==> src/rtl/cbus_arbiter_pkg.sv <==
// cbus_arbiter_pkg: CBus request/response types plus the arbiter's shared typedefs.
package cbus_arbiter_pkg;

   typedef struct packed {
      logic        valid;
      logic        is_write;
      logic [2:0]  size;
      logic [31:0] addr;
      logic [3:0]  strobe;
      logic [31:0] data;
      logic [3:0]  len;
   } cbus_req_t;

   typedef struct packed {
      logic        ready;
      logic        last;
      logic [31:0] data;
   } cbus_resp_t;

   localparam int CBUS_NUM_REQ = 2;
   localparam int CBUS_IDX_W   = $clog2(CBUS_NUM_REQ);

   typedef logic [CBUS_IDX_W-1:0] arb_idx_t;

   typedef enum logic {ARB_IDLE, ARB_BUSY} arb_state_t;

endpackage

==> src/rtl/cbus_arb_picker.sv <==
// cbus_arb_picker: combinational winner selection; round-robin from last+1 when CBUS_ARB_RR_EN
// is defined, otherwise fixed priority with the lowest index winning.
module cbus_arb_picker
   import cbus_arbiter_pkg::*;
#(
   parameter int NUM_REQ = CBUS_NUM_REQ,
   parameter int IDX_W   = $clog2(NUM_REQ)
) (
   input  logic [NUM_REQ-1:0] i_valid,
`ifdef CBUS_ARB_RR_EN
   input  logic [IDX_W-1:0]   i_last,
`endif
   output logic [IDX_W-1:0]   o_idx,
   output logic               o_any
);

   // Scanning from the least preferred candidate lets the most preferred valid one win.
   always_comb begin
      o_idx = '0;
`ifdef CBUS_ARB_RR_EN
      for (int k = NUM_REQ; k >= 1; k--)
         if (i_valid[(int'(i_last) + k) % NUM_REQ]) o_idx = IDX_W'((int'(i_last) + k) % NUM_REQ);
`else
      for (int k = NUM_REQ - 1; k >= 0; k--)
         if (i_valid[k]) o_idx = IDX_W'(k);
`endif
   end

   assign o_any = |i_valid;

endmodule

==> src/rtl/cbus_arbiter.sv <==
// cbus_arbiter: shares one CBus master port among NUM_REQ requesters, holding each grant
// until the last beat handshakes. Define CBUS_ARB_RR_EN for round-robin arbitration.
module cbus_arbiter
   import cbus_arbiter_pkg::*;
#(
   parameter int NUM_REQ = CBUS_NUM_REQ,
   parameter int IDX_W   = $clog2(NUM_REQ)
) (
   input  logic                      clk,
   input  logic                      reset,
   input  cbus_req_t  [NUM_REQ-1:0]  ireqs,
   output cbus_resp_t [NUM_REQ-1:0]  iresps,
   output cbus_req_t                 oreq,
   input  cbus_resp_t                oresp
);

   arb_state_t         r_state, w_state_nxt;
   logic [IDX_W-1:0]   r_sel, w_sel_nxt, w_win;
   logic [NUM_REQ-1:0] w_valid;
   logic               w_any, w_grant, w_release;

   always_comb begin
      w_valid = '0;
      for (int i = 0; i < NUM_REQ; i++) w_valid[i] = ireqs[i].valid;
   end

   assign w_grant   = (r_state == ARB_IDLE) && w_any;
   assign w_release = (r_state == ARB_BUSY) && oresp.ready && oresp.last;

`ifdef CBUS_ARB_RR_EN
   logic [IDX_W-1:0] r_last;

   always_ff @(posedge clk) begin
      if (reset) r_last <= '0;
      else if (w_release) r_last <= r_sel;
   end

   cbus_arb_picker #(.NUM_REQ(NUM_REQ), .IDX_W(IDX_W)) u_picker (
      .i_valid (w_valid),
      .i_last  (r_last),
      .o_idx   (w_win),
      .o_any   (w_any)
   );
`else
   cbus_arb_picker #(.NUM_REQ(NUM_REQ), .IDX_W(IDX_W)) u_picker (
      .i_valid (w_valid),
      .o_idx   (w_win),
      .o_any   (w_any)
   );
`endif

   always_comb begin
      w_state_nxt = w_grant ? ARB_BUSY : w_release ? ARB_IDLE : r_state;
      w_sel_nxt   = w_grant ? w_win : r_sel;
   end

   always_ff @(posedge clk) begin
      if (reset) begin
         r_state <= ARB_IDLE;
         r_sel   <= '0;
      end else begin
         r_state <= w_state_nxt;
         r_sel   <= w_sel_nxt;
      end
   end

   // Outputs depend only on registered state and requester inputs, never oresp -> oreq.
   always_comb begin
      oreq   = '0;
      iresps = '0;
      if (r_state == ARB_BUSY) begin
         oreq          = ireqs[r_sel];
         iresps[r_sel] = oresp;
      end
   end

endmodule

==> config.mk <==
export PLATFORM = sky130hd
export DESIGN_NAME = cbus_arbiter
export DESIGN_NICKNAME = d
export VERILOG_FILES = /design/src/rtl/cbus_arbiter_pkg.sv /design/src/rtl/cbus_arb_picker.sv /design/src/rtl/cbus_arbiter.sv
export SDC_FILE = /design/constraint.sdc
export NUM_CORES = 1
export LEC_CHECK = 0
export ABC_AREA = 1
export CORE_AREA = 4 4 127 129
export CTS_CLUSTER_SIZE = 28
export DETAILED_ROUTE_END_ITERATION = 16
export DIE_AREA = 0 0 131 133
export DONT_BUFFER_PORTS = 1
export PLACE_DENSITY = 0.32
export SLEW_MARGIN = 10
export SYNTH_ARGS = -nofsm -noshare
export SYNTH_HDL_FRONTEND = slang
export SYNTH_HIERARCHICAL = 1
export SYNTH_SLANG_ARGS = --single-unit
==> constraint.sdc <==
create_clock -name clk -period 2.9 [get_ports clk]
set_clock_uncertainty 0.1 [all_clocks]
set_input_delay 0.58 -clock clk [delete_from_list [all_inputs] [get_ports clk]]
set_output_delay 0.58 -clock clk [all_outputs]
set_load 0.05 [all_outputs]
# ---- Yosys cells after proc, flatten, opt, wreduce, memory -nomap -nowiden
# Cells that the tools add are included.
dict set report classes {
  n_addsub 0
  n_mul 0
  div_mod_pow 0
  order_cmp 2
  n_eq_ne 0
  n_shift 0
  muxes 10
  bitwise_logic 2
  reduce_logical 6
}
# cell count
set op_table {}
lappend op_table {{$mux 77} 3}
lappend op_table {{$and 68x68->68} 1}
lappend op_table {{$mux 68} 1}
lappend op_table {{$demux 34 s1} 1}
lappend op_table {{$mux 34} 1}
lappend op_table {{$logic_and 1x1->1} 4}
lappend op_table {{$mux 1} 4}
lappend op_table {{$lt 1x2->1 const B} 1}
lappend op_table {{$reduce_bool 2->1} 1}
lappend op_table {{$reduce_or 2->1} 1}
lappend op_table {{$ge 1x1->1 const B} 1}
lappend op_table {{$not 1->1} 1}
dict set report word_totals {
  reg_bits 2
  latch_bits 0
  ramBits 0
  rom_bits 0
  in_bits 190
  out_inout_bits 145
  n_memories 0
}

# ---- Longest topological paths before layout
# Gate-level depths: netlist of the first run.
dict set report logic_depth {
  word_depth 6
  ltp_mapped 6
  mapped_depth_nobuf 6
}

# ---- By module
# Netlist of the first run, hierarchy kept.
# module n_inst cells_each area_each_um2 seq_area_each_um2
set by_module_without_submodules {}
lappend by_module_without_submodules {cbus_arbiter 1 380 1778.0 40.0}
lappend by_module_without_submodules {cbus_arb_picker 1 4 15.0 0.0}

# ---- Least setup slack after synthesis of the first run
# No wires, ideal clock.
dict set report synth_timing {
  path_type {register -> output}
  startpoint {register r_sel}
  endpoint {output oreq[36] (netlist name)}
  t_arrival_ps 1528
  path_slack_ps 692
  stages_incl_launch_ff 6
  cell_sequence {dfxtp_1 > buf_6 > buf_6 > buf_4 > nand2_1 > a21oi_1}
}
# element line
set synth_rtl {}
lappend synth_rtl {{start, declared} cbus_arbiter.sv:18} ;# logic [IDX_W-1:0] r_sel, w_sel_nxt, w_win;
lappend synth_rtl {{start signal, assigned} cbus_arbiter.sv:63} ;# r_sel <= w_sel_nxt;
lappend synth_rtl {{end, declared} cbus_arbiter.sv:13} ;# output cbus_req_t oreq,

==> summary.md, run 1 <==
| Metric | Value |
|---|---|
| Status | finished clean |
| CP Capture Type | primary output |
| Core ar. | about 15,000 sq um |
| Vias | 2,873 |
| Peak Freq | ~430 MHz |
| Cts bufs inserted | 3 |
| Global route overflow | 0 |
| Tcrit/Tclk final | 0.802 |
| Post-CTS sizing | 0 |
| Number of remaining DRC errors | 0 |
| Via density | 4.13 |
| Std cell rows | 45 |
| Final Setup Violations | 0 |
| Gate power share | 0.803 |
| CP Max Fanout | between 50 and 60 |
| Starting density of the core | 0.119 |
| Port buffer count | 0 |
| Post-route cell area | between 3000 and 4000 sq um |
| CTS Sinks | 2 |
| DRT Pass-1 Iters | 7 |
| Syn. warnings | 6 |
| Clk Tree Root Cell | clkbuf_16 |
| Max-slew violation count | 0 |
| Post-Syn Area | 1790 sq um |
| Share of cells above drive strength 1 | 0.392 |
| RSZ-0062 raised after global routing | false |
| Initial antenna violation count | 0 |
| Drt wl/cell | 13.3 um |
| Worst-Skew Late Latency | ~0.22 ns |
| Tmin final | 2.33 ns |
| H-tree depth | 1 |
| Nets@finish | 700 |
| PwrDens | around 400 nW/um^2 |
| Worst rel slew slack | 0.651 |
| Routability cong. | 0.696 |
| Syn Area/Cell | 4.67 sq um |
| Maxcap violations | 0 |
| Post-Syn Instances | between 300 and 400 |
| Hold_buf cts | 0 |
| CTS max path bufs | 2 |
| Flop pwr share | 0.029 |
| 1st-iter DRT viols | 85 |
| Pint | ~0.00046 W |
| Largest net degree at the start of global routing | 55 |
| Reg area | 41.3 sq um |
| Vias in the first global route | roughly 2,700 |
| Layout area overhead | 71.1% |
| Die W | 131 um |
| Die area | 17,400 sq um |
| CTS clk-pin slew, worst paths | about 0.030 ns |
| Hold Crit Class | input port to register |
| GR Util All Layers | 0.0903 |
| Startpoint types | register |
| Worst slew pin tran | ~0.52 ns |
| Detail Route Antenna Nets | 0 |
| Post-synthesis cell type count | 15 |
| Syn Nets | ~570 |
| Antenna Cells | 0 |
| Post-DP Area | ~3000 sq um |
| Setup TNS | 0 ns |
| Final Hold Fails | 0 |
| WL final | between 9000 and 10,000 um |
| Peak VDD IR | around 0.15 mV |
| Net Sw Frac | 0.620 |
| Layout fillers | between 1,500 and 2,000 |
| Leakage Power | 1.70 nW |
| Reg2Reg Setup Slack | roughly 1.7 ns |
| WP data arrival | between 1.5 and 2 ns |
| CP required | approximately 2.2 ns |
| Sw Pwr | approximately 0.00075 W |
| CTS tree | yes |
| First-pass GRT wire length | 13,000 um |
| CP Class | register to primary output |
| Post-CTS setup buffers | 0 |
| Area occupied by multi-input gates | around 1400 sq um |
| Clock Power Share | 0.168 |
| #FFs+latches synth | 2 |
| Die Span Y | 133 um |
| Dpl hpwl | a little under 8000 um |
| Seq/Total Area, Yosys | 0.0223 |
| Io pins | about 340 |
registers in the layout, summed over array words and instances (netlist names):
name and flops:
r_sel 1, r_state 1
synth_stat cells, drive strengths merged:
cell type	number	area [sq um]
inv	40	155
nor2	70	263
nand2	161	657
dfxtp	2	40.0
nand3	1	5.00
buf	26	184
clkbuf	5	18.8
a21oi	79	470
cells by family after synthesis:
family,after synthesis,share of synthesized area
buffers and inverters,71,0.200
AND/OR/NAND/NOR,232,0.516
AO/OA/AOI/OAI,79,0.262
flip-flops,2,0.0223
routing by layer:
metal  GRT usage  routed length [um]
met5           0                   0
met4      0.0217                 109
met3      0.0133                1020
met2       0.180                4870
met1      0.0958                3260
through the flow:
stage               std cells  setup slack, ns  hold slack (ns)  utilization  power (W)
floorplan                 384            0.692            0.380            -   0.000777
global placement          693            0.839            0.426        0.199    0.00101
detailed placement        693            0.798            0.460        0.199    0.00102
finish                    696            0.575            0.341        0.204    0.00121
CTS                       696            0.562            0.338        0.204    0.00123
global route              696            0.445            0.338        0.204    0.00129
layout by cell type (no fill, tap or decap):
cell,instances
inv_6,1
nand2_1,140
a21oi_2,20
buf_12,2
dfxtp_2,1
nor2_1,70
dfxtp_1,1
a21oi_1,59
inv_1,38
nand2_2,21
inv_2,1
nand3_1,1
clkbuf_16,3
buf_4,150
power by group through the flow:
| stage | Combinational (W) | Clock, W | Sequential (W) |
|---|---|---|---|
| after floorplan | 0.000744 | 0 | 0.0000326 |
| after global placement | 0.000976 | 0 | 0.0000351 |
| after detailed placement | 0.000981 | 0 | 0.0000355 |
| after CTS | 0.000983 | 0.000208 | 0.0000352 |
| after global routing | 0.00104 | 0.000211 | 0.0000356 |
| final | 0.000975 | 0.000204 | 0.0000351 |
path summary, 6_finish.rpt:
check           from  depth (start not counted)       to
min            reset                          1  r_state
min reg2reg  r_state                          2  r_state
max reg2reg  r_state                          5    r_sel
max            r_sel                          4  oreq[2]
worst max-delay path, cell delays in order (launching register included):
cell and delay, ns:
dfxtp_2 0.38, buf_4 0.44, nand2_1 0.16, a21oi_1 0.18, buf_4 0.21
final cells by class:
cell class / instances / area share
Clock buffer: 3 / 0.0245
Tap cell: 188 / 0.0767
Timing Repair Buffer: 152 / 0.380
Multi-Input combinational cell: 311 / 0.455
Inverter: 40 / 0.0506
Sequential cell: 2 / 0.0135
No activity file was read; power rests on OpenSTA's default activity.
==> inputs of run 2 (changes only) <==
clock period = 2.14 ns   (was 2.9 ns; I/O delays follow)
==> run 2 against run 1 <==
Net effect:
- sequential power rose by 38%
- critical path depth unchanged
- worst hold slack worse by 0.17 ns
- via count grew 1.2%
- combinational power rose by 47%
- sequential share of layout area shrank 0.12 points
- largest power group unchanged
==> summary.md, run 2 (synthesis gave the netlist of run 1 again) <==
| Metric | Value |
|---|---|
| Die Span Y | about 130 um |
| Reg2Reg Setup Slack | roughly 0.95 ns |
| CP Class | register to primary output |
| Area occupied by multi-input gates | about 1400 sq um |
| Routability cong. | 0.718 |
| Gate power share | 0.813 |
| Hold path depth | 1 |
| Hold Crit Class | input port to register |
| Pint | just over 0.0007 W |
| Worst-Skew Late Latency | around 0.22 ns |
| WL final | about 9500 um |
| Die W | 131 um |
| Cts bufs inserted | 3 |
| R2R Path End | r_sel |
| RSZ-0062 raised after global routing | false |
| Layout fillers | about 1,700 |
| Wl on met1 | around 3100 um |
| Leakage Power | roughly 1.8 nW |
| Final Setup Violations | 0 |
| Clk Tree Root Cell | clkbuf_16 |
| Biggest registers after layout | r_sel: 1 flops, r_state: 1 flops |
| Hold_buf cts | 0 |
| CP Capture Type | primary output |
| Worst rel slew slack | 0.814 |
| Share of cells above drive strength 1 | 0.394 |
| Layout area overhead | 88.0% |
| Clock Power Share | 0.160 |
| Post-CTS setup buffers | 0 |
| Port buffer count | 0 |
| Peak VDD IR | 0.175 mV |
| Post-DP Area | ~3300 sq um |
| Initial antenna violation count | 0 |
| Dpl hpwl | 8230 um |
| Largest net degree at the start of global routing | 55 |
| Hold WS | about 0.18 ns |
| Vias | 2,907 |
| Starting density of the core | 0.119 |
| Worst slew pin tran | around 0.28 ns |
| WP data arrival | about 1.4 ns |
| Commonest non-fill, non-tap cell in the layout | nand2_1 |
| Setup TNS | 0 ns |
| Tmin final | slightly below 2 ns |
| FF-to-FF Start | r_state |
| CTS max path bufs | 2 |
| Post-route cell area | ~3400 sq um |
| Reg area | 41.3 sq um |
| Net Sw Frac | 0.594 |
| Sw Pwr | 0.00104 W |
| Worst setup margin | between 0.15 and 0.2 ns |
| First-pass GRT wire length | roughly 13,000 um |
| PwrDens | ~520 nW/um^2 |
| 1st-iter DRT viols | 96 |
| Vias in the first global route | 2,671 |
| Global route overflow | 0 |
| R2r worst-path depth | 5 |
| CTS Sinks | 2 |
| Max Used Layer | met4 |
| Wire length on met2 | approximately 5100 um |
| Die area | around 17,000 sq um |
| DRT Pass-1 Iters | 6 |
| Worst Hold End | r_state |
| Maxcap violations | 0 |
| Final Hold Fails | 0 |
| Core ar. | ~15,000 sq um |
| Io pins | 335 |
| CTS tree | yes |
| Drt wl/cell | 13.6 um |
| Util after Layout | 0.224 |
| Std cell rows | 45 |
| CP required | 1.61 ns |
| CTS clk-pin slew, worst paths | 0.03 ns |
| Via density | approximately 4.2 |
| CP Max Fanout | 54 |
| Beginning of the worst hold path | reset |
| Nets@finish | between 700 and 800 |
| H-tree depth | 1 |
| GR Util All Layers | 0.0918 |
| Peak Freq | around 510 MHz |
| Most frequent cells in the layout | 140 x nand2_1, 129 x buf_4, 70 x nor2_1 |
| Max-slew violation count | 0 |
| Status | finished clean |
| Post-CTS sizing | 0 |
| Flop pwr share | 0.027 |
| Antenna Cells | 0 |
| Routed wl met3 | about 1200 um |
| Tcrit/Tclk final | 0.908 |
| Number of remaining DRC errors | 0 |
| Startpoint types | register |
| Worst slack, placed | roughly 0.42 ns |
| Detail Route Antenna Nets | 0 |
## run 2: changes by cell type in the layout (fill, tap and decap cells not counted), sizes merged
cell / delta
buf: +2
## run 2: layer usage
layer  global-route usage  vias up
li1                     -     1415
met1               0.0890     1264
met2                0.184      222
met3               0.0206        6
met4               0.0297        0
met5                    0        -
## run 2: final cells by class
type / count / share of cell area
Multi-Input combinational cell: 311 / 0.414
Inverter: 40 / 0.0460
Sequential cell: 2 / 0.0122
Clock buffer: 3 / 0.0223
Timing Repair Buffer: 154 / 0.436
Tap cell: 188 / 0.0698
## run 2: how the worst max path moves through the flow
stage	startpoint	to	slack [ns]	depth (start not counted)
5_1_grt	r_sel	oreq[26]	0.11	4
2_1_floorplan	r_sel	oreq[36]	0.08	5
4_1_cts	r_sel	oreq[24]	0.18	4
3_3_place_gp	r_sel	oreq[24]	0.45	4
3_5_place_dp	r_sel	oreq[24]	0.42	4
6_report	r_sel	oreq[20]	0.20	4
## run 2: metrics by stage
step           total power, W  std cells
2_1_floorplan         0.00105        384
3_3_place_gp          0.00148        695
3_5_place_dp          0.00149        695
4_1_cts               0.00178        698
5_1_grt               0.00186        698
6_report              0.00176        698
## run 2: critical path, cell delays in order (launching register included)
cell,delay (ns)
dfxtp_2,0.41
buf_12,0.23
nand2_1,0.08
a21oi_1,0.19
buf_4,0.23
## run 2: power groups by stage
stage,registers [W],logic (W),clock network (W)
3_5_place_dp,0.0000490,0.00144,0
6_report,0.0000483,0.00143,0.000281
4_1_cts,0.0000485,0.00144,0.000286
3_3_place_gp,0.0000487,0.00143,0
5_1_grt,0.0000493,0.00151,0.000294
2_1_floorplan,0.0000442,0.00101,0
==> inputs of run 3 (changes only) <==
CORE_AREA = 4 4 129 131   (was 4 4 127 129)
DIE_AREA = 0 0 133 135   (was 0 0 131 133)
PLACE_DENSITY = 0.31   (was 0.32)
SYNTH_HIERARCHICAL = not set   (was 1)
==> run 3 against run 2 <==
Net effect:
- core utilization down 1.8 points
- via count down 2.8%
- synthesized cell count down 1.6%
- combinational power down 10%
- synthesized area down 3.6%
- design area down 4.6%
- die area up 3.1%
- worst hold slack better by 0.0016 ns
- critical path type unchanged
- non-clock buffer count up 1
- sequential power down 4%
- final cell count up 3.2%
- register-to-register slack better by 0.22 ns
==> summary.md, run 3 <==
| Metric | Value |
|---|---|
| Status | finished clean |
| Most frequent cells in the layout | 145 x nand2_1, 140 x buf_4, 69 x nor2_1 |
| Util after Layout | 0.206 |
| Synth Flop Type | dfxtp_1 |
| Vias in the first global route | ~2,600 |
| Die area | approximately 18,000 sq um |
| Cell taking the most area after synthesis | nand2_1 |
| Max-slew violation count | 0 |
| Hold WS | roughly 0.18 ns |
| DP Cell Count | between 700 and 800 |
| Clk Tree Root Cell | clkbuf_16 |
| Top cells by area, synth | nand2_1 31%, a21oi_1 20%, nor2_1 15% |
| Ys async rst share | 0 |
| Layout Cells excl Fill | 720 |
| Tcrit/Tclk final | 0.954 |
| Worst rel slew slack | 0.751 |
| Cts bufs inserted | 3 |
| Worst-Skew Late Latency | around 0.22 ns |
| CTS Sinks | 2 |
| Layout area overhead | 86.0% |
| Die W | around 130 um |
| DRT Pass-1 Iters | 4 |
| Syn Area/Cell | 4.57 sq um |
| Startpoint types | register |
| R2r worst-path depth | 3 |
| Syn Nets | approximately 570 |
| R2R Path End | r_sel |
| Global route overflow | 0 |
| Setup TNS | 0 ns |
| Post-Syn Instances | between 300 and 400 |
| Worst Hold End | r_state |
| Tmin final | just over 2 ns |
| FF-to-FF Start | r_sel |
| Die Span Y | 135 um |
| Final Setup Violations | 0 |
| Post-DP Area | 3110 sq um |
| Post-Syn Area | 1730 sq um |
| First-pass GRT wire length | ~14,000 um |
| Peak Freq | between 400 and 500 MHz |
| Largest net degree at the start of global routing | between 50 and 60 |
| Port buffer count | 0 |
| Starting density of the core | 0.111 |
| Std cell rows | 46 |
| Vias | roughly 2,800 |
| Biggest registers after layout | r_sel: 1 flops, r_state: 1 flops |
| Maxcap violations | 0 |
| CP Class | register to primary output |
| CP Max Fanout | 33 |
| Count leader, synth | nand2_1 |
| CP required | between 1.5 and 2 ns |
| Commonest non-fill, non-tap cell in the layout | nand2_1 |
| Leakage Power | 1.74 nW |
| Initial antenna violation count | 0 |
| EDFF count, synth | 0 |
| GR Util All Layers | 0.0910 |
| WL final | between 9000 and 10,000 um |
| H-tree depth | 1 |
| CTS tree | yes |
| CTS clk-pin slew, worst paths | 0.03 ns |
| Via density | between 3 and 4 |
| Seq/Total Area, Yosys | 0.0232 |
| Post-synthesis cell type count | 17 |
| Peak VDD IR | roughly 0.23 mV |
| Share of cells above drive strength 1 | 0.361 |
| Beginning of the worst hold path | reset |
| Drt wl/cell | 13.5 um |
| #FFs+latches synth | 2 |
| Reg2Reg Setup Slack | around 1.2 ns |
| Area share of the largest cell type after synthesis | 0.315 |
| Detail Route Antenna Nets | 0 |
| Core ar. | ~16,000 sq um |
| Nets@finish | 696 |
| CTS max path bufs | 2 |
| Antenna Cells | 0 |
| Routability cong. | between 0.7 and 0.8 |
| Dpl hpwl | 7820 um |
| RSZ-0062 raised after global routing | false |
| CP Capture Type | primary output |
| Final Hold Fails | 0 |
| Hold Crit Class | input port to register |
| WP data arrival | around 1.5 ns |
| Post-synth top cells | 145 x nand2_1, 69 x nor2_1, 68 x a21oi_1, 35 x inv_1, 20 x buf_2 |
| Syn. warnings | 0 |
| Worst slew pin tran | around 0.37 ns |
| 1st-iter DRT viols | 90 |
| Post-CTS setup buffers | 0 |
| Number of remaining DRC errors | 0 |
| Post-route cell area | ~3200 sq um |
| PwrDens | about 500 nW/um^2 |
| Io pins | 335 |
| Hold path depth | 1 |
==> run 3: cell count changes after synthesis, sizes merged <==
cell and delta:
buf +5, nand2 -5, clkbuf -4, inv -3
o21ai +2, a21oi -1, nor2 -1, o21bai +1
==> run 3: layout make-up <==
| type | instances | area [sq um] |
|---|---|---|
| sequential | 2 | 41.3 |
| tap | 216 | 270 |
| timing repair buffer | 155 | 1360 |
| fill | 1765 | 12400 |
| inverter | 37 | 141 |
| multi-input combinational | 307 | 1320 |
| clock buffer | 3 | 75.1 |
==> run 3: per-layer routing <==
layer / part of all wire / global-route usage / vias to the layer above
li1: - / - / 1401
met1: 0.35 / 0.0965 / 1230
met2: 0.54 / 0.183 / 192
met3: 0.10 / 0.0209 / 4
met4: 0.0059 / 0.0156 / 0
met5: 0 / 0 / -
==> run 3: report_power, final <==
part | leakage, nW | total [W] | internal [W] | switching, W
Clock | 0.0370 | 0.000282 | 0.000238 | 0.0000440
Sequential | 0.0170 | 0.0000465 | 0.0000411 | 0.00000536
Combinational | 1.68 | 0.00128 | 0.000368 | 0.000916
==> run 3: cell families after synthesis <==
| kind of cell | after synthesis | synth area share |
|---|---|---|
| AND/OR/NAND/NOR | 226 | 0.508 |
| AO/OA/AOI/OAI | 81 | 0.258 |
| buffers and inverters | 69 | 0.211 |
| flip-flops | 2 | 0.0232 |
==> run 3: how the worst max path moves through the flow <==
stage	startpoint	cells past startpoint	slack (ns)	endpoint
floorplan	r_sel	6	0.09	oreq[35]
global placement	r_sel	5	0.26	oreq[69]
detailed placement	r_sel	5	0.26	oreq[69]
CTS	r_sel	5	0.02	oreq[69]
global route	r_sel	5	0.02	oreq[76]
finish	r_state	4	0.1	oreq[69]
==> run 3: metrics by stage <==
stage | worst slack, ns | power [W]
2_1_floorplan | 0.0873 | 0.000964
3_3_place_gp | 0.264 | 0.00133
3_5_place_dp | 0.264 | 0.00133
4_1_cts | 0.0243 | 0.00162
5_1_grt | 0.0176 | 0.00170
6_report | 0.0975 | 0.00161
==> run 3: repair_timing <==
item                                    4_1_cts  5_1_grt
resized for setup                             0        1
hold buffers                                  0        0
endpoints found under the setup margin        0        4
==> run 3: critical path, stage by stage, from the launching register on <==
cell     delay [ns]
dfxtp_1        0.40
inv_2          0.12
buf_4          0.25
a21oi_1        0.25
buf_4          0.25
